**config.mk**
```make
export PLATFORM = sky130hd
export DESIGN_NAME = hazard_ctrl
export DESIGN_NICKNAME = d
export VERILOG_FILES = /design/src/rtl/hazard_ctrl_pkg.sv /design/src/rtl/hazard_detect.sv /design/src/rtl/hazard_ctrl.sv
export SDC_FILE = /design/constraint.sdc
export NUM_CORES = 1
export LEC_CHECK = 0
export ABC_AREA = 1
export BUFFER_PORTS_ARGS = -buffer_cell sky130_fd_sc_hd__buf_2
export CORE_MARGIN = 5
export CORE_UTILIZATION = 42
export CTS_CLUSTER_DIAMETER = 60
export DETAILED_ROUTE_END_ITERATION = 6
export HOLD_SLACK_MARGIN = 0.12
export PLACE_DENSITY = 0.82
export SYNTH_ARGS = -nofsm -noshare
export SYNTH_HDL_FRONTEND = slang
export SYNTH_SLANG_ARGS = --single-unit
export TNS_END_PERCENT = 30
```
**constraint.sdc**
```tcl
create_clock -name clk -period 1.5 [get_ports clk]
set_clock_uncertainty 0.15 [all_clocks]
set_input_delay 0.15 -clock clk [delete_from_list [all_inputs] [get_ports clk]]
set_output_delay 0.15 -clock clk [all_outputs]
set_load 0.01 [all_outputs]
```
**src/rtl/hazard_ctrl_pkg.sv**
```systemverilog
// Shared definitions for the pipeline hazard controller: FSM state encoding
// and the architectural zero-register number.
package hazard_ctrl_pkg;

  typedef enum logic [1:0] {
    RUN      = 2'b00,
    MEM_WAIT = 2'b01,
    ERR      = 2'b10
  } state_t;

  localparam int          REG_W    = 5;
  localparam logic [4:0]  REG_ZERO = 5'd0;
  localparam int          WAIT_W   = 8;

endpackage

```
**src/rtl/hazard_detect.sv**
```systemverilog
// Combinational load-use detector: a load in execute whose destination
// feeds either decode-stage source operand. Register zero never matches.
module hazard_detect
  import hazard_ctrl_pkg::*;
(
  input  logic [REG_W-1:0] rs_d,
  input  logic [REG_W-1:0] rt_d,
  input  logic [REG_W-1:0] rt_e,
  input  logic             memtoreg_e,
  output logic             load_use
);

  assign load_use = memtoreg_e && (rt_e != REG_ZERO) &&
                    ((rt_e == rs_d) || (rt_e == rt_d));

endmodule

```
**src/rtl/hazard_ctrl.sv**
```systemverilog
// Pipeline hazard controller: memory-wait stalls with timeout, load-use
// bubbles and branch flushes. Define HAZARD_PERF_EN for the stall counter.
module hazard_ctrl
  import hazard_ctrl_pkg::*;
#(
  parameter int TIMEOUT = 16,
  parameter int CNT_W   = 16
) (
  input  logic             clk,
  input  logic             reset,
  input  logic [REG_W-1:0] rs_d,
  input  logic [REG_W-1:0] rt_d,
  input  logic [REG_W-1:0] rt_e,
  input  logic             memtoreg_e,
  input  logic             pcsrc_d,
  input  logic             dmem_req_m,
  input  logic             dmem_ready,
  output logic             stall_f,
  output logic             stall_d,
  output logic             stall_e,
  output logic             stall_m,
  output logic             flush_d,
  output logic             flush_e,
  output logic             err,
  output logic [CNT_W-1:0] stall_cnt
);

  localparam logic [WAIT_W-1:0] WAIT_LAST = WAIT_W'(TIMEOUT - 1);

  state_t            state, state_nxt;
  logic [WAIT_W-1:0] wait_cnt, wait_cnt_nxt;
  logic              load_use;
  logic              mem_wait;

  hazard_detect u_detect (
    .rs_d       (rs_d),
    .rt_d       (rt_d),
    .rt_e       (rt_e),
    .memtoreg_e (memtoreg_e),
    .load_use   (load_use)
  );

  assign mem_wait = dmem_req_m && !dmem_ready;

  // NOTE: sequential state uses non-blocking assignments so every flop
  // samples the pre-edge value of its neighbours.
  always_ff @(posedge clk or negedge reset) begin
    if (!reset) begin
      state    <= RUN;
      wait_cnt <= '0;
    end else begin
      state    <= state_nxt;
      wait_cnt <= wait_cnt_nxt;
    end
  end

  // NOTE: every output of this block gets a default first, so no path
  // through the case can leave a value held and infer a latch.
  always_comb begin
    state_nxt    = state;
    wait_cnt_nxt = wait_cnt;
    stall_f      = 1'b0;
    stall_d      = 1'b0;
    stall_e      = 1'b0;
    stall_m      = 1'b0;
    flush_d      = 1'b0;
    flush_e      = 1'b0;
    unique case (state)
      RUN: begin
        wait_cnt_nxt = '0;
        // Priority: memory wait, then load-use bubble, then branch flush.
        if (mem_wait) begin
          {stall_f, stall_d, stall_e, stall_m} = 4'b1111;
          state_nxt = MEM_WAIT;
        end else if (load_use) begin
          stall_f = 1'b1;
          stall_d = 1'b1;
          flush_e = 1'b1;
        end else if (pcsrc_d) begin
          flush_d = 1'b1;
        end
      end
      MEM_WAIT: begin
        if (dmem_ready) begin
          state_nxt    = RUN;
          wait_cnt_nxt = '0;
        end else begin
          {stall_f, stall_d, stall_e, stall_m} = 4'b1111;
          if (wait_cnt == WAIT_LAST) begin
            state_nxt = ERR;
          end else begin
            wait_cnt_nxt = wait_cnt + WAIT_W'(1);
          end
        end
      end
      ERR: begin
        {stall_f, stall_d, stall_e, stall_m} = 4'b1111;
      end
      default: begin
        state_nxt = RUN;
      end
    endcase
  end

  assign err = (state == ERR);

`ifdef HAZARD_PERF_EN
  logic [CNT_W-1:0] stall_cnt_q;

  always_ff @(posedge clk or negedge reset) begin
    if (!reset) begin
      stall_cnt_q <= '0;
    end else if (stall_f && (stall_cnt_q != {CNT_W{1'b1}})) begin
      stall_cnt_q <= stall_cnt_q + CNT_W'(1);
    end
  end

  assign stall_cnt = stall_cnt_q;
`else
  assign stall_cnt = '0;
`endif

endmodule
```
==> impl_metrics.toml <==
[clocking]
cts_buffer_depth = 2
tritoncts = "done"
cts-buffers-inserted = 3
cts_root_buf = "clkbuf_4"
clock_latency_ps = 270
cts.sinks = 10
clk_pin_slew_worst_paths_ps = 70
cts-htree-levels = 1

[timing]
post-route-period-util = 1.079
final-max-slew-violation-count = 0
rsz0062_at_grt = "yes"
hold_violations = 0
whs_ps = 121.8
setup_viol = 4
clock.fmax_mhz = 617.8
worst_slack_ps = -118.8
fin_crit_ps = 1619

[synthesis]
netlist_instances = 158
seq_area_frac_synth = 0.2516
ys_ff_latch = 10
yosysUniqueCellTypes = 23
ys_warn_count = 0
synth_area_um2 = 994.7
syn_area_per_cell_um2 = 6.296

[drt]
vias = 1038
m1WireLength_um = 959
ant_nets = 0
drt_pass1_iterations = 4
wl_per_cell_um = 10.51
drc = 0
route.met3.wl_um = 198
drt-initial-drc-count = 42
highest_layer = "met4"
wl_met2_um = 1229
wl_um = 2396
viasPerCell = 4.553

[floorplanning]
row_count = 17
core-area_um2 = 2233
die_y_um = 58.67
ios = 44
design.die.area_um2 = 3442
start_util = 0.4454
die_x_um = 58.67

[flow_run]
drv_cap = 0

[layout]
n_fill_cell = 222
final_area_um2 = 1257
antennaDiodeCount = 0
multiInputGateArea_um2 = 591.8
fin_util = 0.5630
drive_gt1_frac = 0.3050
seqCellArea_um2 = 251.5
fin_cells = 228
syn2layout_area_growth_pct = 26.42
nets = 224

[place]
port_buffers = 27
place_inst = 216
dp_hpwl_um = 1739
placedInstanceArea_um2 = 1135
gp_congestion = 0.8421

[global_route]
grt_max_degree = 11
grt_overflow_total = 0
grt_pass1_vias = 895
grt_pass1_wl_um = 3594
grtUsageTotal = 0.1331
antenna_found_initial = 0

[pwr]
ir_worst_vdd_mv = 0.4531
totalPowerFinal_w = 0.0009199
power_density_nw_per_um2 = 731.6
power.leakage_nw = 0.7479

[outcome]
violations = "setup timing"
status = "complete, but fails checks"

[setup_path]
critPathMaxStageDelay_ps = 440
end_kind = "output pin"
startpoint_type = "flip-flop"
rr_worst_depth = 7
critPathMaxFanout = 5
reg2reg_to = "wait_cnt[4]"
r2r_slack_ps = 40
cp_cell_sequence = "nor2_1 -> inv_1 -> nor2_4 -> nand2_1 -> a21oi_2 -> buf_2"
r2r_start = "wait_cnt[1]"
crit_arrival_ps = 1320
worstSetupPathType = "reg2out"
crit_slowest_cell = "dfrtp_2"
required_ps = 1200

[worst_hold_path]
min-delay-path-class = "in2async"
[critical path: cells and delay by family (launching register included)]
kind | cells | cell delay (ps)
flip-flops | 1 | 440
AO/OA/AOI/OAI | 1 | 100
AND/OR/NAND/NOR | 3 | 290
buffers and inverters | 2 | 210
[how the worst max path moves through the flow]
stage                           start           to  slack, ps  depth (start not counted)
after detailed placement  wait_cnt[0]  wait_cnt[0]       -0.6                          7
after CTS                    state[0]      flush_d        -80                          6
final                        state[0]      flush_d       -120                          6
after global routing         state[0]      flush_d       -190                          6
after floorplan              state[0]      stall_f          4                          7
after global placement    wait_cnt[0]  wait_cnt[0]         40                          7
[registers in the layout (all words and copies together), names as in the netlist]
register,flops
state,2
wait_cnt,8
[cell type report]
type	count	share of cell area
Clock buffer	3	0.01791
Sequential cell	10	0.2000
Multi-Input combinational cell	118	0.4706
Timing Repair Buffer	42	0.2030
Tap cell	28	0.02786
Inverter	27	0.08060
[metal layers]
metal  track usage  vias up
met5             0        -
met4       0.02589        0
met3       0.04386        2
met2        0.2408       41
met1        0.1526      455
li1              -      540
[metrics by stage]
stage,TNS (ps),setup WS (ps)
global placement,0,40.42
detailed placement,-0.6335,-0.6335
finish,-333.4,-118.8
global route,-821.6,-186.1
floorplan,0,4.371
CTS,-282.8,-80.07
[power by group]
part           total, W  switching, W  internal (W)  leakage, nW
logic          0.000426      0.000246      0.000180        0.598
registers      0.000304     0.0000174      0.000286        0.136
clock network  0.000190     0.0000971     0.0000929       0.0138
[cells by family after synthesis]
logic type,Yosys count,synth area share
AOI/OAI and AO/OA,14,0.09309
and+or+nand+nor,84,0.3749
xor gates and xnor gates,3,0.02642
DFF,10,0.2516
other,1,0.003770
adders and majority gates,1,0.01258
buffers and inverters,45,0.2377
[synthesized netlist by cell type]
| cell type | n | area share |
|---|---|---|
| nand2_1 | 49 | 0.18 |
| inv_1 | 27 | 0.10 |
| buf_4 | 18 | 0.14 |
| nor2_1 | 16 | 0.060 |
| dfrtp_1 | 10 | 0.25 |
| nand3_1 | 9 | 0.045 |
| o21ai_0 | 6 | 0.030 |
| nand4_1 | 5 | 0.031 |
| o21ai_1 | 2 | 0.010 |
| o21ai_2 | 2 | 0.018 |
| xnor2_1 | 2 | 0.018 |
| a21o_1 | 1 | 0.0075 |
| a21oi_1 | 1 | 0.0050 |
| conb_1 | 1 | 0.0038 |
| ha_1 | 1 | 0.013 |
| nand2_2 | 1 | 0.0063 |
| nand3_2 | 1 | 0.010 |
| nand3b_4 | 1 | 0.020 |
| nor3_2 | 1 | 0.010 |
| o21ai_4 | 1 | 0.016 |
| o22ai_1 | 1 | 0.0063 |
| or2_2 | 1 | 0.0063 |
| xor2_1 | 1 | 0.0088 |
[cells in the final DEF, fill, tap and decap left out, drive strengths merged]
| cell | instances |
|---|---|
| dfrtp | 10 |
| o21ai | 11 |
| dlygate4sd3 | 3 |
| nand4 | 5 |
| inv | 27 |
| nor2 | 16 |
| nor3 | 1 |
| ha | 1 |
| xor2 | 1 |
| clkbuf | 3 |
| xnor2 | 2 |
| a21o | 1 |
| buf | 39 |
| or2 | 1 |
| nand3b | 1 |
| conb | 16 |
| nand3 | 10 |
| o22ai | 1 |
| a21oi | 1 |
| nand2 | 50 |
[repair_timing]
item,in CTS,in global routing
hold buffers,2,1
endpoints found under the hold margin,12,1
gates cloned,0,0
setup endpoints to repair,8,15
gates resized for setup,5,7
buffers inserted,4,2
pin swaps,1,5
Power figures use the tool's default switching activity.
